--- src/rtl/teller_dispatcher.sv ---
// Calls the next queued customer to a free on-duty teller, round-robin over
// three desks, and pulses dequeue once per call so the queue counter can step down.
module teller_dispatcher #(
  parameter int CNT_W       = 3,
  parameter int CALL_CYCLES = 4
) (
  input  logic             clk,
  input  logic             rst,
  input  logic [CNT_W-1:0] Pcount,
  input  logic [2:0]       on_duty,
  input  logic [2:0]       done,
  output logic             dequeue,
  output logic             call_valid,
  output logic [1:0]       call_teller,
  output logic [2:0]       busy,
  output logic [1:0]       Tcount,
  output logic             all_busy
);

  typedef enum logic {IDLE, CALL} state_t;

  localparam logic [3:0] TIMER_INIT = 4'(CALL_CYCLES - 1);

  state_t     state_q, state_d;
  logic [2:0] busy_q, busy_d;
  logic       dequeue_q, dequeue_d;
  logic       call_valid_q, call_valid_d;
  logic [1:0] call_teller_q, call_teller_d;
  logic [1:0] tcount_q, tcount_d;
  logic       all_busy_q, all_busy_d;
  logic [1:0] rr_ptr_q, rr_ptr_d;
  logic [3:0] timer_q, timer_d;

  logic [2:0] eligible;
  logic [1:0] cand1, cand2;
  logic       grant_found;
  logic [1:0] grant_idx;

  function automatic logic [1:0] next3(input logic [1:0] v);
    return (v == 2'd2) ? 2'd0 : v + 2'd1;
  endfunction

  // Search order after the last grant: rr+1, rr+2, then rr itself.
  always_comb begin
    eligible    = on_duty & ~busy_q;
    cand1       = next3(rr_ptr_q);
    cand2       = next3(cand1);
    grant_found = 1'b1;
    grant_idx   = cand1;
    if (eligible[cand1])         grant_idx = cand1;
    else if (eligible[cand2])    grant_idx = cand2;
    else if (eligible[rr_ptr_q]) grant_idx = rr_ptr_q;
    else                         grant_found = 1'b0;
  end

  always_comb begin
    state_d       = state_q;
    busy_d        = busy_q & ~done;
    dequeue_d     = 1'b0;
    call_valid_d  = call_valid_q;
    call_teller_d = call_teller_q;
    rr_ptr_d      = rr_ptr_q;
    timer_d       = timer_q;
    tcount_d      = {1'b0, on_duty[0]} + {1'b0, on_duty[1]} + {1'b0, on_duty[2]};
    all_busy_d    = (eligible == 3'b000);
    case (state_q)
      IDLE: begin
        if (Pcount != '0 && grant_found) begin
          // The grant wins over a done level on the same teller.
          busy_d[grant_idx] = 1'b1;
          call_teller_d     = grant_idx + 2'd1;
          call_valid_d      = 1'b1;
          dequeue_d         = 1'b1;
          rr_ptr_d          = grant_idx;
          timer_d           = TIMER_INIT;
          state_d           = CALL;
        end
      end
      CALL: begin
        if (timer_q == 4'd0) begin
          call_valid_d  = 1'b0;
          call_teller_d = 2'd0;
          state_d       = IDLE;
        end else begin
          timer_d = timer_q - 4'd1;
        end
      end
      default: state_d = IDLE;
    endcase
  end

  always_ff @(posedge clk) begin
    if (!rst) begin
      state_q       <= IDLE;
      busy_q        <= 3'b000;
      dequeue_q     <= 1'b0;
      call_valid_q  <= 1'b0;
      call_teller_q <= 2'd0;
      tcount_q      <= 2'd0;
      all_busy_q    <= 1'b1;
      rr_ptr_q      <= 2'd2;
      timer_q       <= 4'd0;
    end else begin
      state_q       <= state_d;
      busy_q        <= busy_d;
      dequeue_q     <= dequeue_d;
      call_valid_q  <= call_valid_d;
      call_teller_q <= call_teller_d;
      tcount_q      <= tcount_d;
      all_busy_q    <= all_busy_d;
      rr_ptr_q      <= rr_ptr_d;
      timer_q       <= timer_d;
    end
  end

  assign dequeue     = dequeue_q;
  assign call_valid  = call_valid_q;
  assign call_teller = call_teller_q;
  assign busy        = busy_q;
  assign Tcount      = tcount_q;
  assign all_busy    = all_busy_q;

endmodule

--- config.mk ---
export PLATFORM = sky130hd
export DESIGN_NAME = teller_dispatcher
export DESIGN_NICKNAME = d
export VERILOG_FILES = /design/src/rtl/teller_dispatcher.sv
export SDC_FILE = /design/constraint.sdc
export NUM_CORES = 1
export LEC_CHECK = 0
export BUFFER_PORTS_ARGS = -buffer_cell sky130_fd_sc_hd__buf_2
export CORE_MARGIN = 2
export CORE_UTILIZATION = 40
export DETAILED_ROUTE_END_ITERATION = 8
export PLACE_DENSITY = 0.71
export SLEW_MARGIN = 20
export SYNTH_ARGS = -nofsm -noshare
export SYNTH_HDL_FRONTEND = slang
export SYNTH_SLANG_ARGS = --single-unit
--- constraint.sdc ---
create_clock -name clk -period 1.7 [get_ports clk]
set_clock_uncertainty 0.15 [all_clocks]
set_input_delay 0.255 -clock clk [delete_from_list [all_inputs] [get_ports clk]]
set_output_delay 0.255 -clock clk [all_outputs]
set_load 0.005 [all_outputs]
## Word level (Yosys, flattened, before mapping)

Index checks and enable logic that the tools add are counted.

| cells by class | value |
|---|---|
| $add $sub $neg | 6 |
| $lt $le $gt $ge | 5 |
| eq/ne operators | 5 |
| mux-type cells | 30 |
| bitwise operators | 7 |
| reductions and logical operators | 9 |

Operators with widths:

| kind | count |
|---|---|
| $mux W2 | 7 |
| $lt A2 B3 Y1 const B | 4 |
| $mux W1 | 11 |
| $mux W4 | 2 |
| $pmux W4 S2 | 1 |
| $add A2 B1 Y2 const B | 3 |
| $and A3 B3 Y3 | 2 |
| $bmux W1 S2 | 3 |
| $mux W3 | 2 |
| $not A3 Y3 | 2 |
| $reduce_and A2 Y1 | 3 |
| $eq A2 B2 Y1 const B | 2 |
| $logic_not A4 Y1 | 1 |
| $ne A2 B2 Y1 const B | 2 |
| $pmux W1 S2 | 2 |
| $pmux W2 S2 | 1 |
| $sub A4 B1 Y4 const B | 1 |
| $logic_not A3 Y1 | 1 |
| $or A3 B3 Y3 | 1 |
| $reduce_bool A3 Y1 | 1 |
| $add A1 B1 Y2 | 1 |
| $add A2 B1 Y2 | 1 |
| $demux W1 S2 | 1 |
| $ge A2 B1 Y1 const B | 1 |
| 4 further kinds | 6 |

| word-level totals | value |
|---|---|
| register bits | 17 |
| bits of input ports | 11 |
| logic and storage cells | 71 |

## Logic depth before layout (Yosys ltp)

Gate-level depths: netlist of run 1.

| depth | value |
|---|---|
| depth after elaboration | 15 |
| depth in mapped cells | 8 |

## Worst setup path after synthesis of run 1

Ideal clock, no wire load.

| path | value |
|---|---|
| path kind | register to register |
| from | register busy_q[1], in the netlist busy[1] |
| to | register call_teller_q[1], in the netlist call_teller[1] |
| setup time | 0.073 ns |
| arrival time | 1.463 ns |
| required time | 1.477 ns |
| slack | 0.015 ns |
| stages on the path, launching flop included | 8 |
| path buffers | 0 |
| period minus slack after synthesis | 1.685 ns |
| path through | dfxtp_1 and2b_1 a21oi_1 o31ai_2 inv_1 ha_1 nand2b_1 a21oi_1 |

| on the way | value |
|---|---|
| longest elaborated chain between the ends | 10 |
| elaborated cells on any way between the ends | 20 |
| classes of those cells | add/sub: 1; eq/ne: 1; mux: 14; bitwise: 2; reduce/logical: 2 |

Ends and longest elaborated chain:

| element | line | RTL |
|---|---|---|
| from (decl) | 25 | `logic [2:0] busy_q, busy_d;` |
| from (signal assigned) | 105 | `busy_q <= busy_d;` |
| $not A3 Y3 (*) | 45 | `eligible = on_duty & ~busy_q;` |
| $and A3 B3 Y3 (*) | 45 |  |
| $bmux W1 S2 | 52 | `else if (eligible[rr_ptr_q]) grant_idx = rr_ptr_q;` |
| $mux W1 (not written as such) | 52 |  |
| $mux W2 | 52 |  |
| $mux W2 | 51 | `else if (eligible[cand2]) grant_idx = cand2;` |
| $mux W2 (*) | 50 | `if (eligible[cand1]) grant_idx = cand1;` |
| named net grant_idx[0] | 37 | `logic [1:0] grant_idx;` |
| $add A2 B1 Y2 (*) | 71 | `call_teller_d = grant_idx + 2'd1;` |
| $mux W2 (*) | 68 | `if (Pcount != '0 && grant_found) begin` |
| $pmux W2 S2 (*) | 66 | `case (state_q)` |
| to (signal assigned) | 108 | `call_teller_q <= call_teller_d;` |
| to (decl) | 28 | `logic [1:0] call_teller_q, call_teller_d;` |

The timed path passes the listed nets; every way through them passes the cells marked *. The select of a mux whose other input is x is not followed.
A chain may end at the register's enable or synchronous reset.

## Worst setup path after layout of run 1

| path | value |
|---|---|
| from | register busy_q[1], in the netlist busy[1] |
| to | register call_teller_q[0], in the netlist call_teller[0] |

| on the way | value |
|---|---|
| longest elaborated chain between the ends | 10 |
| elaborated cells on any way between the ends | 20 |
| classes of those cells | add/sub: 1; eq/ne: 1; mux: 14; bitwise: 2; reduce/logical: 2 |

Ends and longest elaborated chain:

| element | line |
|---|---|
| $not A3 Y3 (*) | 45 |
| $and A3 B3 Y3 (*) | 45 |
| $bmux W1 S2 | 52 |
| $mux W1 (not written as such) | 52 |
| $mux W2 / $mux W1 (equally long branches) | 52 |
| $mux W2 / $mux W1 (equally long branches) | 51 |
| $mux W2 / $mux W1 (equally long branches) | 50 |
| $add A2 B1 Y2 / $logic_and A1 B1 Y1 (equally long branches) | 71, 68 |
| $mux W2 / $ne A2 B2 Y1 (equally long branches) | -- |
| $pmux W2 S2 / $reduce_and A2 Y1 (equally long branches) | -- |

Mark *: on every way between the ends. The rest lies on a longest branch, timed or not. The select of a mux whose other input is x is not followed.

==> results of run 1 <==
-- sequential cells by signal, summed over array words and instances, names as in the netlist --
name and flops:
rr_ptr_q 2, timer_q 4, busy 3, dequeue 1, call_valid 1, state_q 1
call_teller 2, all_busy 1, Tcount 2
-- final timing paths --
path	to	slack [ns]	cells after the start
max reg2reg	call_teller[0]$_SDFFE_PN0P_	-0.03	6
max	call_teller[0]$_SDFFE_PN0P_	-0.03	6
min	all_busy$_SDFF_PN1_	0.07	2
min reg2reg	call_teller[1]$_SDFFE_PN0P_	0.33	2
-- cells by family (layout without fill, tap and decap cells) --
| family | after synthesis | count (layout) |
|---|---|---|
| buf+inv | 7 | 38 |
| flops | 17 | 17 |
| compound gates | 21 | 21 |
| xor+xnor | 1 | 1 |
| fa+ha+maj | 5 | 5 |
| simple gates | 34 | 34 |
-- cell usage after synthesis --
cell type  instances
o31ai_2            1
nor2_2             2
o221a_1            1
a21o_4             1
o211a_1            1
o31ai_1            1
nand3_1            1
a211oi_4           1
nor3b_1            2
o211ai_1           3
and2_1             2
a31o_1             1
xor2_1             1
dfxtp_1           17
nand2b_1           2
inv_1              4
nand2b_4           1
clkbuf_1           1
ha_1               4
a211oi_1           1
nor3_1             3
a221oi_1           1
and2b_1            1
o21a_1             1
clkinv_1           1
nand2_1            6
a21oi_1            4
clkbuf_2           1
o21ai_0            3
nor4b_1            1
a211o_4            1
nor2_1             8
and3_1             1
nor2b_1            4
fa_1               1
-- power breakdown --
part	internal, W	switching [W]
combinational	0.000252	0.000237
sequential	0.000468	0.0000527
clock	0.0000876	0.000136
-- stage by stage --
stage,hold WS (ns),cells
3_3_place_gp,0.3108,135
6_report,0.06884,143
3_5_place_dp,0.3127,135
4_1_cts,0.05944,140
2_1_floorplan,0.2987,85
5_1_grt,0.06598,143
-- per-layer routing --
metal	share of wire [%]	vias to the layer above
met2	48	19
li1	-	358
met4	2.0	0
met1	45	332
met3	4.4	5
met5	0	-
-- area by class of cell --
class,count,share of cell area (%)
multi-input combinational,61,47.36
sequential,17,30.55
timing repair buffer,29,15.05
tap,27,2.967
clock buffer,3,1.978
inverter,5,1.648
clock inverter,1,0.4396
-- what timing repair did --
item	CTS	global route
pin swaps	0	5
resized for setup	4	21
buffers inserted	1	3
endpoints found under the setup margin	6	8
==> results.md, run 1 <==
| Parameter | Reported |
|:---|:---|
| Run status | finished with violations |
| Violated checks | setup timing |
| Mean instance size in the synthesized netlist | 9.612 um^2 |
| Top Ports | 21 |
| Unrepaired setup endpoints after global routing | yes |
| Biggest cell delay along the critical path | 0.38 ns |
| Worst-case setup margin in the final layout | -0.02676 ns |
| CTS Buf Count | 3 |
| Shortest clock period the worst path allows after layout | 1.727 ns |
| Max Fanout on Critical Path | 7 |
| Maximum ir drop on the vdd rail | 0.0005251 V |
| Area of combinational cells with multiple inputs | 539.3 um^2 |
| Total count of hold-check failures in the final report | 0 |
| Nets | 133 |
| Pwr dens | 1083 nW/um^2 |
| Number of port buffers | 20 |
| DIE WIDTH | 49.20 um |
| Ordered list of cells on the worst path | and2b_2 > buf_4 > nor2_4 > a211o_4 > and3_1 > o21a_1 |
| CP Launch Type | flop |
| Number of design rule violations left after detail routing | 0 |
| First drt pass iteration count | 4 |
| Met2 usage in global routing | 27.48% |
| Core region area | 1942 um^2 |
| Worst path slowest cell | a211o_4 |
| Area share of xor/xnor cells in the synthesized design | 1.072% |
| Total buffers and inverters traversed by the critical path | 1 |
| Global-route wire length before repair | 3.118 mm |
| Worst flop-to-flop path startpoint | busy[1]$_SDFF_PN0_ |
| WL/cell | 12.90 um |
| Share of cells above drive strength 1 | 49.14% |
| Count of max-cap constraint violations | 0 |
| Number of nets in the synthesized netlist | 101 |
| Via count of the first global-routing pass | 668 |
| H-Tree Level Count | 1 |
| Clock-pin slew on the worst setup and hold paths | 0.10 ns |
| Final TNS setup | -0.02676 ns |
| Clock Latency Late Sink | 0.29 ns |
| Final antenna diode count | 0 |
| Worst slack, placed | -0.08186 ns |
| Setup CP Type | flop to flop |
| Placement row count | 16 |
| Pin count of the biggest net entering global routing | 11 |
| Area Growth Syn to Fin | 39.36% |
| Clock tree sinks | 17 |
| Kind of path behind the tightest hold check | primary input to flop |
| TritonCTS clock tree | yes |
| Number of failing setup endpoints in the final timing report | 1 |
| Syn Inst Count | 85 |
| Proportion of synthesized area in mux cells | 0% |
| Antenna Nets Post-Route | 0 |
| Bufs on Longest Clock Path | 2 |
| Final design instance area without fill | 1139 um^2 |
| Register area share after synthesis | 41.65% |
| Iteration-0 DRC Markers | 6 |
| Number of antenna violations at the first check in global routing | 0 |
| Area share of fa/ha/maj cells after synthesis | 8.576% |
| Least-Margin Pin Slew | 0.5431 ns |
| Mean number of vias per cell | 4.993 |
| Most frequent standard cell in the layout excluding fill and tap cells | buf_2 |
| GR met1 Demand/Resource | 21.01% |
| Most frequent cells in the layout | 20 x buf_2, 13 x dfxtp_1, 8 x nor2_1, 8 x buf_4, 6 x nand2_1 |
| Clock root buffer | clkbuf_4 |
| Combinational family with the most area after synthesis | simple AND/OR/NAND/NOR gates |
| GRT Max-Usage Layer | met2 |
| Cell taking the most area after synthesis | dfxtp_1 |
| Total cell area at the placement stage | 979.7 um^2 |
| Dpl hpwl | 1.303 mm |
| Synth warnings | 0 |
| Crit path required time | 1.75 ns |
| Standby leakage power | 0.5051 nW |
| Worst path arrival time | 1.78 ns |
| Global route overflow | 0 |
| Hold Startpoint | rst |
| Proportion of netlist area held by the largest area contributor | 41.65% |
| First element of the critical path | busy[1]$_SDFF_PN0_ |
| Top achievable clock speed | 0.5791 GHz |
| Final core occ | 58.63% |
| Capturing element type of the critical path | flop |
| Placer Congestion | 0.7451 |
| Final total power | 0.001233 W |
| Headroom to the max-slew limit | 63.51% |
| Compound-Gate Fraction of Synth Area | 22.51% |
| Syn Std Cell Area | 817.0 um^2 |
| Final clock period utilization by the worst path | 101.6% |
| Total vias in the final route | 714 |
| Synth Area in Simple Gates | 22.82% |
| CTS Hold Buffers Added | 0 |
| Aggregate global-route resource usage | 17.12% |
| Aggregate routed wire length | 1.845 mm |
| Top area cells in the synthesized netlist | dfxtp_1 42%, ha_1 6.1%, nor2_1 3.7% |
| Initial Utilization | 42.07% |
| Flip-flop and latch count after synthesis | 17 |
| Sequential cell area | 347.8 um^2 |
| Number of distinct standard cells referenced by the synthesized netlist | 35 |
| Count of filler cells inserted in the layout | 174 |
| Die H | 49.20 um |
| DIE AREA | 2420 um^2 |
| Final-report max-slew violation count | 0 |
| GR met3 Demand/Resource | 3.374% |
| Family with the most delay on the worst path | compound AO/OA/AOI/OAI gates |
No activity file was read; power rests on OpenSTA's default activity.
==> inputs of run 2 (changes only) <==
Settings changed: ABC_AREA set to 1, PLACE_DENSITY 0.71 to 0.69.
==> results.md, run 2 <==
| Parameter | Reported | vs previous |
|:---|:---|:---|
| Most frequent standard cell in the layout excluding fill and tap cells | nand2_1 | was buf_2 |
| Unrepaired setup endpoints after global routing | yes | unchanged |
| Nets | 201 | was 133 |
| Clock Latency Late Sink | 0.29 ns | about the same |
| Worst-case setup margin in the final layout | -0.05394 ns | was -0.02676 ns |
| Placer Congestion | 0.8606 | was 0.7451 |
| Total cell area at the placement stage | 1200 um^2 | was 979.7 um^2 |
| WL/cell | 11.85 um | was 12.90 um |
| Setup CP Type | flop to flop | unchanged |
| Final-report max-slew violation count | 0 | unchanged |
| Aggregate routed wire length | 2.512 mm | was 1.845 mm |
| Maximum ir drop on the vdd rail | 0.001220 V | was 0.0005251 V |
| Antenna Nets Post-Route | 0 | unchanged |
| Top reg by flops | timer_q | unchanged |
| Kind of path behind the tightest hold check | primary input to flop | unchanged |
| Clock-pin slew on the worst setup and hold paths | 0.10 ns | about the same |
| Iteration-0 DRC Markers | 11 | was 6 |
| Max Fanout on Critical Path | 4 | was 7 |
| Aggregate global-route resource usage | 21.19% | was 17.12% |
| Global-route wire length before repair | 4.278 mm | was 3.118 mm |
| Least-Margin Pin Slew | 0.2828 ns | was 0.5431 ns |
| GRT Max-Usage Layer | met2 | unchanged |
| Clock root buffer | clkbuf_4 | unchanged |
| Final antenna diode count | 0 | unchanged |
| H-Tree Level Count | 1 | unchanged |
| DIE AREA | 2777 um^2 | was 2420 um^2 |
| Total vias in the final route | 1035 | was 714 |
| Share of cells above drive strength 1 | 41.30% | was 49.14% |
| Global route overflow | 0 | unchanged |
| Most frequent cells in the layout | 34 x nand2_1, 20 x buf_2, 20 x buf_4 | was 20 x buf_2, 13 x dfxtp_1, 8 x nor2_1, 8 x buf_4, 6 x nand2_1 |
| TritonCTS clock tree | yes | unchanged |
| Clock tree sinks | 17 | unchanged |
| Bufs on Longest Clock Path | 2 | unchanged |
| Final TNS setup | -0.1421 ns | was -0.02676 ns |
| Number of failing setup endpoints in the final timing report | 4 | was 1 |
| Number of port buffers | 20 | unchanged |
| Final design instance area without fill | 1376 um^2 | was 1139 um^2 |
| Synth Flop Type | dfxtp_1 | unchanged |
| Pwr dens | 1932 nW/um^2 | was 1083 nW/um^2 |
| Number of distinct standard cells referenced by the synthesized netlist | 23 | was 35 |
| Dpl hpwl | 1.752 mm | was 1.303 mm |
| Final total power | 0.002659 W | was 0.001233 W |
| CP Launch Type | flop | unchanged |
| Finished Layout Cells | 212 | was 143 |
| Number of nets in the synthesized netlist | 154 | was 101 |
| Syn Std Cell Area | 948.4 um^2 | was 817.0 um^2 |
| Core region area | 2233 um^2 | was 1942 um^2 |
| Met2 usage in global routing | 38.54% | was 27.48% |
| Shortest clock period the worst path allows after layout | 1.754 ns | was 1.727 ns |
| Mean instance size in the synthesized netlist | 6.873 um^2 | was 9.612 um^2 |
| Via count of the first global-routing pass | 1019 | was 668 |
| Worst path arrival time | 1.80 ns | was 1.78 ns |
| Top achievable clock speed | 0.5701 GHz | was 0.5791 GHz |
| Syn Inst Count | 138 | was 85 |
| DIE WIDTH | 52.70 um | was 49.20 um |
| Most instantiated library cell after synthesis | nand2_1 | was dfxtp_1 |
| GR met1 Demand/Resource | 23.69% | was 21.01% |
| Count of max-cap constraint violations | 0 | unchanged |
| Cell count after placement | 201 | was 135 |
| Crit path required time | 1.74 ns | was 1.75 ns |
| Top area cells in the synthesized netlist | dfxtp_1 36%, nand2_1 15%, inv_1 7.9% | was dfxtp_1 42%, ha_1 6.1%, nor2_1 3.7% |
| Register area share after synthesis | 35.88% | was 41.65% |
| Total count of hold-check failures in the final report | 0 | unchanged |
| Count of flip-flops with a built-in enable after synthesis | 0 | unchanged |
| Final core occ | 61.62% | was 58.63% |
| Final clock period utilization by the worst path | 103.2% | was 101.6% |
| Area Growth Syn to Fin | 45.12% | was 39.36% |
| Capturing element type of the critical path | flop | unchanged |
| Number of design rule violations left after detail routing | 0 | unchanged |
| Number of flip-flops under the largest register name | 4 | unchanged |
| Run status | finished with violations | unchanged |
| GR met3 Demand/Resource | 4.000% | was 3.374% |
| CTS Buf Count | 3 | unchanged |
| Die H | 52.70 um | was 49.20 um |
| Mean number of vias per cell | 4.882 | was 4.993 |
| Count of filler cells inserted in the layout | 203 | was 174 |
| Top Ports | 21 | unchanged |
| Commonest cells in the netlist | 39 x nand2_1, 20 x inv_1, 17 x dfxtp_1 | was 17 x dfxtp_1, 8 x nor2_1, 6 x nand2_1 |
| Number of antenna violations at the first check in global routing | 0 | unchanged |
| Placement row count | 17 | was 16 |
| Proportion of netlist area held by the largest area contributor | 35.88% | was 41.65% |
| Synth warnings | 0 | unchanged |
| Flip-flop and latch count after synthesis | 17 | unchanged |
| Cell taking the most area after synthesis | dfxtp_1 | unchanged |
| Violated checks | setup timing | unchanged |
| Post-synthesis async set-or-reset flop share | 0% | unchanged |
| Standby leakage power | 0.6938 nW | was 0.5051 nW |
| Pin count of the biggest net entering global routing | 10 | was 11 |
| First drt pass iteration count | 4 | unchanged |
| Initial Utilization | 42.47% | was 42.07% |
| Headroom to the max-slew limit | 81.13% | was 63.51% |
-- run 2: changes by cell type in the layout (fill, tap and decap cells not counted), moves of 3 or more --
| cell | before | now |
|---|---|---|
| nor2b_1 | 3 | 0 |
| inv_2 | 0 | 3 |
| nand3_1 | 1 | 9 |
| a21oi_2 | 4 | 0 |
| nand2_2 | 0 | 7 |
| buf_4 | 8 | 20 |
| a21oi_1 | 0 | 4 |
| nand2_1 | 6 | 34 |
| o21ai_1 | 0 | 7 |
| nor2_2 | 0 | 6 |
| o211ai_1 | 3 | 0 |
| inv_1 | 4 | 18 |
-- run 2: layer usage --
| layer | up-vias | wire [um] |
|---|---|---|
| li1 | 522 | - |
| met1 | 482 | 1056 |
| met2 | 27 | 1314 |
| met5 | - | 0 |
| met3 | 4 | 109 |
| met4 | 0 | 32 |
-- run 2: where the power goes --
part / total [W] / internal (W) / leakage (nW) / switching, W
clock network: 0.000223 / 0.0000912 / 0.0150 / 0.000132
registers: 0.000708 / 0.000561 / 0.142 / 0.000147
logic: 0.00173 / 0.000816 / 0.537 / 0.000913
total: 0.00266 / 0.00147 / 0.694 / 0.00119
-- run 2: cell families (layout without fill, tap and decap cells) --
group | after synthesis | after routing | share of synthesized area [%]
simple gates | 74 | 74 | 36.68
buf+inv | 24 | 70 | 9.498
flops | 17 | 17 | 35.88
compound gates | 16 | 16 | 8.706
fa+ha+maj | 5 | 5 | 7.388
xor+xnor | 2 | 2 | 1.847
-- run 2: layout make-up --
class	instances	area, um^2	area share (%)
sequential	17	349.1	25.36
multi-input combinational	97	590.6	42.91
inverter	23	93.84	6.818
timing repair buffer	43	281.5	20.45
tap	28	35.03	2.545
clock buffer	4	26.28	1.909
-- run 2: critical path: stages, from the launching register on --
cell and delay, ns:
dfxtp_4 0.39, inv_4 0.07, nor2_2 0.04, nand2_1 0.08
nand2_1 0.07, nor2_2 0.13, inv_1 0.06, nand2_1 0.05
nand2_1 0.05, nand2_1 0.08, nand2_2 0.07, buf_4 0.14
ha_1 0.17, nand2_1 0.06, o21ai_1 0.05
-- run 2: what timing repair did --
item | CTS | global route
endpoints found under the hold margin | 2 | 0
pin swaps | 12 | 9
setup endpoints to repair | 11 | 11
buffers inserted | 4 | 1
hold buffers | 2 | 0
gates resized for setup | 25 | 6
-- run 2: path summary, 6_finish.rpt --
kind	start	end	slack, ns	cells after the start
max	rr_ptr_q[0]$_SDFFE_PN0P_	busy[1]$_SDFF_PN0_	-0.05	14
min	done[0]	busy[0]$_SDFF_PN0_	0.06	4
max reg2reg	rr_ptr_q[0]$_SDFFE_PN0P_	busy[1]$_SDFF_PN0_	-0.05	14
min reg2reg	call_teller[1]$_SDFFE_PN0P_	call_teller[1]$_SDFFE_PN0P_	0.31	2
-- run 2: through the flow --
stage	setup slack [ns]	hold WS, ns
3_5_place_dp	-0.1174	0.2901
2_1_floorplan	0.01207	0.2007
5_1_grt	-0.1635	0.08780
6_report	-0.05394	0.05541
3_3_place_gp	-0.07133	0.2857
4_1_cts	-0.02242	0.05504
